[src/rtl/mem_access_pkg.sv]
// rtl/mem_access_pkg.sv - shared state encoding and device strobe constants
package mem_access_pkg;

  typedef enum logic [2:0] {
    IDLE,
    SETUP,
    ACCESS,
    HOLD,
    RESP
  } state_e;

  // Device strobes are two bits wide but only ever carry 0 or 1.
  localparam logic [1:0] CS_SEL   = 2'd0;
  localparam logic [1:0] CS_DESEL = 2'd1;
  localparam logic [1:0] WE_WRITE = 2'd0;
  localparam logic [1:0] WE_READ  = 2'd1;

endpackage

[src/rtl/mem_wait_timer.sv]
// rtl/mem_wait_timer.sv - loadable 4-bit down-counter with a last-cycle flag
module mem_wait_timer (
  input  logic       clk,
  input  logic       rst,
  input  logic       load,
  input  logic [3:0] load_val,
  input  logic       dec,
  output logic [3:0] count,
  output logic       last
);

  logic [3:0] count_q, count_d;

  always_comb begin
    count_d = count_q;
    if (load) begin
      count_d = load_val;
    end else if (dec && count_q != 4'd0) begin
      count_d = count_q - 4'd1;
    end
  end

  always_ff @(posedge clk or posedge rst) begin
    if (rst) begin
      count_q <= 4'd0;
    end else begin
      count_q <= count_d;
    end
  end

  assign count = count_q;
  assign last  = (count_q == 4'd0);

endmodule

[src/rtl/mem_access_ctrl.sv]
// rtl/mem_access_ctrl.sv - single-outstanding host-to-device access sequencer
module mem_access_ctrl
  import mem_access_pkg::*;
#(
  parameter int WAIT_CYCLES = 1
) (
  input  logic       clk,
  input  logic       rst,
  input  logic       req_valid,
  output logic       req_ready,
  input  logic       req_write,
  input  logic [3:0] req_addr,
  input  logic [3:0] req_wdata,
  output logic       rsp_valid,
  input  logic       rsp_ready,
  output logic [3:0] rsp_rdata,
  output logic       rsp_write,
  output logic [3:0] mem_a,
  output logic [3:0] mem_d,
  input  logic [3:0] mem_o,
  output logic [1:0] mem_we,
  output logic [1:0] mem_cs
);

  localparam logic [3:0] WAIT_LOAD = 4'(WAIT_CYCLES - 1);

  state_e     state_q, state_d;
  logic [3:0] addr_q, addr_d;
  logic [3:0] wdata_q, wdata_d;
  logic       write_q, write_d;
  logic [1:0] cs_q, cs_d;
  logic [1:0] we_q, we_d;
  logic       rsp_valid_q, rsp_valid_d;
  logic [3:0] rsp_rdata_q, rsp_rdata_d;
  logic       rsp_write_q, rsp_write_d;

  logic       tmr_load;
  logic       tmr_dec;
  logic       tmr_last;
  logic [3:0] tmr_count;

  mem_wait_timer u_timer (
    .clk      (clk),
    .rst      (rst),
    .load     (tmr_load),
    .load_val (WAIT_LOAD),
    .dec      (tmr_dec),
    .count    (tmr_count),
    .last     (tmr_last)
  );

  always_comb begin
    state_d     = state_q;
    addr_d      = addr_q;
    wdata_d     = wdata_q;
    write_d     = write_q;
    cs_d        = cs_q;
    we_d        = we_q;
    rsp_valid_d = rsp_valid_q;
    rsp_rdata_d = rsp_rdata_q;
    rsp_write_d = rsp_write_q;
    tmr_load    = 1'b0;
    tmr_dec     = 1'b0;

    case (state_q)
      IDLE: begin
        if (req_valid) begin
          addr_d  = req_addr;
          wdata_d = req_wdata;
          write_d = req_write;
          state_d = SETUP;
        end
      end
      SETUP: begin
        tmr_load = 1'b1;
        cs_d     = CS_SEL;
        we_d     = write_q ? WE_WRITE : WE_READ;
        state_d  = ACCESS;
      end
      ACCESS: begin
        if (tmr_last) begin
          // Strobe and select drop together so we never moves while selected.
          cs_d        = CS_DESEL;
          we_d        = WE_READ;
          rsp_write_d = write_q;
          rsp_rdata_d = write_q ? 4'h0 : ~mem_o;
          if (write_q) begin
            state_d = HOLD;
          end else begin
            state_d     = RESP;
            rsp_valid_d = 1'b1;
          end
        end else begin
          tmr_dec = 1'b1;
        end
      end
      HOLD: begin
        state_d     = RESP;
        rsp_valid_d = 1'b1;
      end
      RESP: begin
        if (rsp_ready) begin
          rsp_valid_d = 1'b0;
          state_d     = IDLE;
        end
      end
      default: state_d = IDLE;
    endcase
  end

  always_ff @(posedge clk or posedge rst) begin
    if (rst) begin
      state_q     <= IDLE;
      addr_q      <= 4'h0;
      wdata_q     <= 4'h0;
      write_q     <= 1'b0;
      cs_q        <= CS_DESEL;
      we_q        <= WE_READ;
      rsp_valid_q <= 1'b0;
      rsp_rdata_q <= 4'h0;
      rsp_write_q <= 1'b0;
    end else begin
      state_q     <= state_d;
      addr_q      <= addr_d;
      wdata_q     <= wdata_d;
      write_q     <= write_d;
      cs_q        <= cs_d;
      we_q        <= we_d;
      rsp_valid_q <= rsp_valid_d;
      rsp_rdata_q <= rsp_rdata_d;
      rsp_write_q <= rsp_write_d;
    end
  end

  assign req_ready = (state_q == IDLE);
  assign rsp_valid = rsp_valid_q;
  assign rsp_rdata = rsp_rdata_q;
  assign rsp_write = rsp_write_q;
  assign mem_a     = addr_q;
  assign mem_d     = wdata_q;
  assign mem_cs    = cs_q;
  assign mem_we    = we_q;

endmodule

[config.mk]
export PLATFORM = sky130hd
export DESIGN_NAME = mem_access_ctrl
export DESIGN_NICKNAME = d
export VERILOG_FILES = /design/src/rtl/mem_access_pkg.sv /design/src/rtl/mem_wait_timer.sv /design/src/rtl/mem_access_ctrl.sv
export SDC_FILE = /design/constraint.sdc
export NUM_CORES = 1
export LEC_CHECK = 0
export BUFFER_PORTS_ARGS = -buffer_cell sky130_fd_sc_hd__buf_4
export CAP_MARGIN = 20
export CORE_MARGIN = 1.5
export CORE_UTILIZATION = 56
export CTS_BUF_LIST = sky130_fd_sc_hd__clkbuf_4 sky130_fd_sc_hd__clkbuf_8
export CTS_CLUSTER_DIAMETER = 60
export CTS_CLUSTER_SIZE = 20
export DETAILED_ROUTE_END_ITERATION = 16
export PLACE_DENSITY = 0.85
export SETUP_SLACK_MARGIN = 0.1
export SLEW_MARGIN = 0
export SYNTH_ARGS = -nofsm -noshare
export SYNTH_HDL_FRONTEND = slang
export SYNTH_SLANG_ARGS = --single-unit
export TNS_END_PERCENT = 30
[constraint.sdc]
create_clock -name clk -period 2.4 [get_ports clk]
set_input_delay 0.12 -clock clk [delete_from_list [all_inputs] [get_ports clk]]
set_output_delay 0.12 -clock clk [all_outputs]
set_load 0.03 [all_outputs]
==> results of run 1 <==
how the worst max path moves through the flow:
stage,end,slack (ns),depth (start not counted),start
after floorplan,mem_a[0],0.66,5,state_q[1]
after global placement,write_q,0.79,3,state_q[2]
after detailed placement,mem_a[0],0.69,3,state_q[2]
after CTS,write_q,0.67,3,state_q[2]
after global routing,rsp_rdata[2],0.62,5,u_timer.count[0]
final,mem_a[0],0.68,3,state_q[2]
logic make-up (layout without fill, tap and decap cells):
| logic type | count (synthesis) | in the layout | synth area share |
|---|---|---|---|
| other cells | 1 | 2 | 0.00329 |
| fa+ha+maj | 1 | 1 | 0.0110 |
| mux | 19 | 19 | 0.212 |
| flops | 24 | 24 | 0.529 |
| buf+inv | 13 | 44 | 0.0626 |
| compound gates | 8 | 8 | 0.0516 |
| simple gates | 26 | 26 | 0.131 |
what timing repair did:
action,CTS,global route
hold buffers,1,0
endpoints found under the hold margin,1,0
resized for setup,0,0
area by class of cell:
type,instances,area (um^2)
multi-input combinational,56,469
inverter,6,22.5
fill,137,519
clock buffer,4,36.3
timing repair buffer,34,258
sequential,24,603
tap,27,33.8
cells in the final DEF (no fill, tap or decap), types with 2 or more instances in the layout:
master    instances
mux2_2            5
nor3b_2           2
nor2_1            5
clkbuf_4          3
nand2_1          10
o21ai_0           2
conb_1            2
buf_4            33
o21ai_1           2
mux2i_1           5
mux2_4            9
dfrtp_1          22
dfstp_2           2
or3b_1            2
inv_1             6
layer usage:
metal / track usage / vias up / routed length, um
met5: 0 / - / 0
met4: 0.0649 / 0 / 15
met3: 0.0481 / 2 / 99
met2: 0.336 / 25 / 1050
met1: 0.281 / 377 / 938
li1: - / 370 / -
power breakdown:
group          internal, mW  leakage [nW]  switching, mW  total [mW]
logic                 0.444         0.393          0.511       0.955
registers             0.574         0.295          0.149       0.723
clock network        0.0927        0.0210          0.118       0.211
total                  1.11         0.709          0.778        1.89
registers in the layout, indices dropped and copies added (netlist names):
register,flops
mem_we,1
write_q,1
rsp_valid,1
u_timer.count,4
mem_cs,1
state_q,3
mem_d,4
rsp_rdata,4
rsp_write,1
mem_a,4
==> metrics.yaml, run 1 <==
run_status:
  outcome: "finished, violations left"
  failed_checks: "hold timing"
setup_path:
  path_cells: "nor3_2 -> and2_1 -> mux2_4"
  crit_required_ns: 2.61
  timing.rr.end: "mem_a[0]"
  rr_worst_depth: 3
  cpLargestDelayFamily: "simple AND/OR/NAND/NOR gates"
  cp.arrival_ns: 1.92
  cp_num_buf_inv: 0
  slowest_stage: "and2_1"
  cp_max_fo: 9
  crit-reg2reg-launch: "state_q[2]"
  endpoint_kind: "register"
  critPathLaunchType: "register"
  slowest_delay_ns: 0.53
  regToRegSetupSlack_ns: 0.68
  critPathKind: "register to register"
grt:
  grt_pass1_wl_um: 3230
  overflow: 0
  antenna_found_initial: 0
  grt_pass1_vias: 735
  grt_max_degree: 25
  grt_usage: 0.208
synth:
  synth_cell_types: 28
  syn_area_um2: 1140
  ys_async_sr_fraction: 1.00
  synth_top_area_cell: "dfrtp_1"
  synth.ff_latch_count: 24
  synth.area.top_cells: "dfrtp_1 48%, mux2_4 12%, mux2_2 4.9%"
  ys_warn_count: 0
  yosysMostFrequentCell: "dfrtp_1"
  yosysTopAreaCellShare: 0.483
  syn_area_per_cell_um2: 12.4
  synthCells: 92
  ys.flop_type: "dfrtp_1"
  synth_common_cells: "22 x dfrtp_1, 10 x nand2_1, 9 x mux2_4"
  synth-edff-count: 0
  yosysSeqAreaShare: 0.529
cells_and_area:
  finalNonFillerCells: 151
  antennaDiodeCount: 0
  final_nets: 143
  syn_to_final_growth_pct: 24.8
  design_area_um2: 1420
  finalCoreUtilization: 0.733
  layout-drive-gt1-share: 0.460
timing:
  grt_setup_unrepaired: "false"
  worst_pin_slew_ns: 0.877
  maxSlewHeadroom: 0.415
  fin_tns_setup_ns: 0
  hold_ws_ns: -0.0180
  slew_violations: 0
  timing.final.crit_share: 0.715
  fin_skew_ns: 0.00466
  setup_viol: 0
  period_needed_ns: 1.72
  worst_slack_ns: 0.685
  fmax_mhz: 583
  hold_viol: 22
die:
  die-area_um2: 2320
  coreArea_um2: 1940
  start_util: 0.587
  die_x_um: 48.1
  placementRows: 16
  die_y_um: 48.1
  ios: 36
placed_design:
  dp_cells: 146
  io_buffers: 33
  dpl.hpwl_um: 1640
  gp_congestion: 0.818
  placed_cell_area_um2: 1380
  pre_cts_ws_ns: 0.690
clocking:
  cts_max_level: 1
  cts_buffers: 3
  insertion_delay_ns: 0.31
  cts_root_buffer: "clkbuf_4"
  path_clk_slew_ns: 0.13
  clockBufferDepth: 2
  cts.sinks: 24
  postCtsSetupRepairBufs: 0
  cts_tree: "done"
power:
  power_density_nw_per_um2: 1330
  ir_worst_vdd_mv: 1.05
  total_power_mw: 1.89
  p_leak_nw: 0.709
worst_hold_path:
  hp-class: "primary input to asynchronous set/reset pin"
route:
  wl_per_cell_um: 14.0
  drc_errors: 0
  drt-vias-per-instance: 5.13
  ant_nets: 0
  drtIter0Drc: 8
  first_pass_iters: 3
  drt_wl_total_um: 2110
  vias: 774
flow_run:
  cap_violations: 0
Note: power is estimated with default switching activity, not from simulation.
==> run 2: changes to the inputs <==
Settings changed: CORE_UTILIZATION 56 to 47, PLACE_DENSITY 0.85 to 0.75.
Clock period 2.4 ns to 1.4 ns, I/O delays scaled along.
==> metrics.yaml, run 2 (synthesis gave the netlist of run 1 again) <==
cells_and_area:
  final_cell_mix: "42 x buf_4, 21 x dfrtp_1, 11 x dlygate4sd3_1, 9 x mux2_4, 9 x nand2_1"
  antennaDiodeCount: 0  # unchanged
  design_area_um2: 1690  # +19%
  final_common_cell: "buf_4"
  n_fill_cell: 149  # +8.8%
  layout-drive-gt1-share: 0.514  # +0.0540
  finalNonFillerCells: 174  # +15%
  syn_to_final_growth_pct: 48.5
  regArea_um2: 604  # +0.21%
  multi_input_area_um2: 510  # +8.8%
  final_nets: 165  # +15%
  finalCoreUtilization: 0.751  # +0.0182
die:
  die-area_um2: 2730  # +18%
  die_x_um: 52.2  # +8.6%
  ios: 36  # unchanged
  coreArea_um2: 2250  # +16%
  start_util: 0.506  # -0.0814
  placementRows: 17  # +1
  die_y_um: 52.2  # +8.6%
run_status:
  failed_checks: "setup timing"
  outcome: "finished, violations left"
timing:
  setup_viol: 13  # +13
  fin_skew_ns: 0.00495  # +0.000288 ns
  period_needed_ns: 1.54  # -0.179 ns
  slew_violations: 0  # unchanged
  fin_tns_setup_ns: -1.06  # -1.06 ns
  hold_viol: 0  # -100%
  hold_ws_ns: 0.0762  # +0.0941 ns
  grt_setup_unrepaired: "true"
  worst_slack_ns: -0.136  # -0.821 ns
  fmax_mhz: 651  # +12%
  timing.final.crit_share: 1.10  # +0.383
setup_path:
  slowest_stage: "dfrtp_1"
  rr_worst_depth: 7  # +4
  endpoint_kind: "register"
  timing.rr.end: "u_timer.count[2]"
  critPathLaunchType: "register"
  cpLargestDelayFamily: "flip-flops"
  crit-reg2reg-launch: "u_timer.count[1]"
  cp-startpoint: "u_timer.count[1]"
  regToRegSetupSlack_ns: -0.14  # -0.82 ns
  critPathKind: "register to register"
  endpoint: "u_timer.count[2]"
  path_cells: "inv_1 -> ha_2 -> nor3b_4 -> buf_6 -> buf_6 -> and3b_1 -> mux2i_1"
  cp_num_buf_inv: 3  # +3
  crit_cells: 7  # +4
  cp.arrival_ns: 1.75  # -0.17 ns
  path_common_cell: "buf_6"
  crit_required_ns: 1.62  # -0.99 ns
  slowest_delay_ns: 0.43  # -0.10 ns
  cp_max_fo: 2  # -7
worst_hold_path:
  hp-start: "mem_o[1]"
  hold_path_depth: 3
  hp-class: "primary input to register"
grt:
  overflow: 0  # unchanged
  grt_pass1_wl_um: 4230  # +31%
  grt_usage: 0.218  # +0.00955
  grt_max_degree: 25  # unchanged
  grt_pass1_vias: 958  # +30%
  antenna_found_initial: 0  # unchanged
flow_run:
  cap_violations: 0  # unchanged
route:
  first_pass_iters: 4  # +1
  ant_nets: 0  # unchanged
  drt_wl_total_um: 2810  # +33%
  drt-vias-per-instance: 5.19  # +1.2%
  wl_per_cell_um: 16.1  # +16%
  drtIter0Drc: 7  # -1
  vias: 903  # +17%
  drc_errors: 0  # unchanged
clocking:
  cts_buffers: 3  # unchanged
  cts_max_level: 1  # unchanged
  cts_tree: "done"
  cts.sinks: 24  # unchanged
  path_clk_slew_ns: 0.14  # about the same
  clockBufferDepth: 2  # unchanged
  insertion_delay_ns: 0.33  # +0.02 ns
  cts_root_buffer: "clkbuf_4"
placed_design:
  placed_cell_area_um2: 1470  # +7.0%
  dpl.hpwl_um: 1760  # +7.4%
  gp_congestion: 0.814  # -0.39%
  dp_cells: 157  # +7.5%
  pre_cts_ws_ns: -0.0703  # -0.760 ns
  io_buffers: 33  # unchanged
power:
  p_leak_nw: 0.833  # +17%
  total_power_mw: 3.62  # +92%
  ir_worst_vdd_mv: 1.44  # +37%
  power_density_nw_per_um2: 2140  # +61%
run 2: worst min-delay path, delay by kind of cell:
family	cells	cell delay (ns)
muxes	1	0.14
buffers and inverters	1	0.11
and+or+nand+nor	1	0.07
run 2: worst min path at each step:
stage	slack, ns	endpoint
after global routing	0.07	rsp_rdata[1]
after detailed placement	0.14	mem_a[3]
after CTS	0.01	state_q[0]
after global placement	0.13	mem_d[1]
after floorplan	0.08	mem_a[0]
final	0.08	rsp_rdata[1]
run 2: area by class of cell:
class                   instances  share of cell area
flip-flops and latches         24               0.357
inverters                       6              0.0133
well taps                      28              0.0207
clock inverters                 1              0.0177
multi-input cells              56               0.302
repair buffers                 56               0.276
clock buffers                   3              0.0133
run 2: timing repair:
item,CTS,global route
endpoints found under the hold margin,32,0
hold buffers,11,0
setup buffers,1,1
setup endpoints to repair,22,25
resized for setup,4,6
pin swaps,1,0
run 2: layer usage:
| metal | wire length (um) | global-route usage | vias up | share of wire |
|---|---|---|---|---|
| met5 | 0 | 0 | - | 0 |
| met4 | 81 | 0.124 | 0 | 0.029 |
| met3 | 93 | 0.0429 | 9 | 0.033 |
| met2 | 1520 | 0.392 | 26 | 0.54 |
| met1 | 1110 | 0.236 | 455 | 0.40 |
| li1 | - | - | 413 | - |
run 2: power by group:
group / internal, mW / total, mW / switching (mW)
Sequential: 0.986 / 1.22 / 0.232
Clock: 0.290 / 0.516 / 0.226
Combinational: 0.915 / 1.89 / 0.976
Total: 2.19 / 3.62 / 1.43
==> run 3: changes to the inputs <==
Settings changed: BUFFER_PORTS_ARGS -buffer_cell sky130_fd_sc_hd__buf_4 to -buffer_cell sky130_fd_sc_hd__buf_2, SETUP_SLACK_MARGIN 0.1 to unset, SLEW_MARGIN 0 to 20.
==> metrics.yaml, run 3 (synthesis gave the netlist of run 1 again) <==
run_status:
  failed_checks: "setup timing"
  outcome: "finished, violations left"
cells_and_area:
  multi_input_area_um2: 507  # -0.74%
  regArea_um2: 606  # +0.21%
  final_common_cell: "buf_2"
  n_fill_cell: 164  # +10%
  design_area_um2: 1570  # -7.2%
  final_cell_mix: "33 x buf_2, 20 x dfrtp_1, 11 x dlygate4sd3_1, 10 x mux2_4, 10 x buf_4"
  antennaDiodeCount: 0  # unchanged
  layout-drive-gt1-share: 0.510  # -0.00335
  syn_to_final_growth_pct: 37.8
  final_nets: 164  # -0.61%
die:
  die_x_um: 52.2  # unchanged
  placementRows: 17  # unchanged
  die_y_um: 52.2  # unchanged
  coreArea_um2: 2250  # unchanged
  start_util: 0.506  # unchanged
  die-area_um2: 2730  # unchanged
  ios: 36  # unchanged
grt:
  grt_pass1_wl_um: 4170  # -1.5%
  grt_usage: 0.215  # -0.00279
  met1_usage: 0.256  # +0.0195
  antenna_found_initial: 0  # unchanged
  use_met2: 0.365  # -0.0274
  grt-busiest-layer: "met2"
  overflow: 0  # unchanged
  grt_pass1_vias: 900  # -6.1%
  grt_max_degree: 14  # -44%
  grt_use_met3: 0.0400  # -0.00286
flow_run:
  cap_violations: 0  # unchanged
setup_path:
  endpoint_kind: "register"
  cp_max_fo: 6  # +4
  crit-reg2reg-launch: "u_timer.count[0]"
  path_cells: "inv_1 -> ha_2 -> nor3b_4 -> nand2_2 -> mux2_4"
  critPathLaunchType: "register"
  cp-startpoint: "u_timer.count[0]"
  cpLargestDelayFamily: "flip-flops"
  slowest_stage: "dfrtp_1"
  critPathKind: "register to register"
  cp_num_buf_inv: 1  # -2
  crit_required_ns: 1.61  # about the same
  slowest_delay_ns: 0.40  # -0.03 ns
  cp.arrival_ns: 1.63  # -0.12 ns
timing:
  slew_violations: 0  # unchanged
  period_needed_ns: 1.42  # -0.112 ns
  fin_tns_setup_ns: -0.0602  # +1.00 ns
  worst_slack_ns: -0.0241  # +0.112 ns
  fin_skew_ns: 0.00446  # -0.000492 ns
  hold_viol: 0  # unchanged
  timing.final.crit_share: 1.02  # -0.0801
  setup_viol: 6  # -7
  hold_ws_ns: 0.0734  # -0.00273 ns
  grt_setup_unrepaired: "true"
  fmax_mhz: 702  # +7.9%
power:
  p_sw_frac: 0.426  # +0.0301
  switchingPower_mw: 1.40  # -2.6%
  ir_worst_vdd_mv: 1.52  # +6.1%
  p_leak_nw: 0.787  # -5.5%
  pwr-share-clk: 0.102  # -0.040
  seqPwrFrac: 0.370  # +0.034
  p_comb_frac: 0.528  # +0.006
  p_int_mw: 1.88  # -14%
  total_power_mw: 3.28  # -9.5%
  power_density_nw_per_um2: 2090  # -2.5%
placed_design:
  gp_congestion: 0.822  # +0.99%
  io_buffers: 33  # unchanged
  dpl.hpwl_um: 1790  # +1.7%
  placed_cell_area_um2: 1390  # -5.6%
worst_hold_path:
  hp-class: "primary input to register"
  hp-start: "req_valid"
clocking:
  cts_tree: "done"
  insertion_delay_ns: 0.31  # -0.02 ns
  cts_max_level: 1  # unchanged
  cts_buffers: 3  # unchanged
  clockBufferDepth: 2  # unchanged
  cts.sinks: 24  # unchanged
  cts_root_buffer: "clkbuf_4"
  path_clk_slew_ns: 0.12  # -0.02 ns
route:
  vias: 876  # -3.0%
  drt-vias-per-instance: 5.06  # -2.4%
  drt_wl_total_um: 2600  # -7.5%
  drtIter0Drc: 23  # +16
  drc_errors: 0  # unchanged
  first_pass_iters: 4  # unchanged
  ant_nets: 0  # unchanged
  wl_per_cell_um: 15.0  # -7.0%
==> run 3: through the flow <==
| step | worst slack, ns | std cells | utilization |
|---|---|---|---|
| finish | -0.0241 | 173 | 0.696 |
| global placement | 0.0117 | 157 | 0.617 |
| CTS | -0.0371 | 173 | 0.690 |
| detailed placement | -0.0482 | 157 | 0.617 |
| global route | -0.0852 | 173 | 0.696 |
| floorplan | -0.182 | 93 | - |
==> run 3: worst min-delay path, cell delays in order <==
cell,delay (ns)
buf_2,0.11
nand2_1,0.11
a2111oi_4,0.07
==> run 3: path summary, 6_finish.rpt <==
| kind | to | depth (start not counted) | slack, ns |
|---|---|---|---|
| min reg2reg | mem_cs[0] | 2 | 0.48 |
| max reg2reg | rsp_rdata[0] | 5 | -0.02 |
| max | rsp_rdata[0] | 5 | -0.02 |
| max in group asynchronous | state_q[1] | 4 | 0.55 |
| min | state_q[0] | 3 | 0.07 |
| min in group asynchronous | write_q | 3 | 0.29 |
==> run 3: cell type report <==
class / count / share of cell area
sequential: 24 / 0.386
clock buffer: 4 / 0.0191
tap: 28 / 0.0223
multi-input combinational: 56 / 0.323
inverter: 6 / 0.0143
timing repair buffer: 55 / 0.236
==> run 3: what timing repair did <==
item / CTS / global route
setup endpoints to repair: 16 / 21
resized for setup: 5 / 3
hold endpoints to repair: 19 / 0
setup buffers: 1 / 0
hold buffers: 11 / 0
gates cloned: 0 / 0
pin swaps: 0 / 0
==> run 3: layer usage <==
metal	wire length [um]	vias up	part of all wire
li1	-	412	-
met1	1050	433	0.41
met2	1400	25	0.54
met3	94	6	0.036
met4	48	0	0.018
met5	0	-	0
==> run 3: power by group through the flow <==
stage	registers, mW	logic (mW)	clock network (mW)
after detailed placement	1.22	1.65	0
final	1.21	1.73	0.335
after global placement	1.19	1.60	0
after floorplan	1.58	0.835	0
after CTS	1.20	1.71	0.342
after global routing	1.25	1.83	0.363
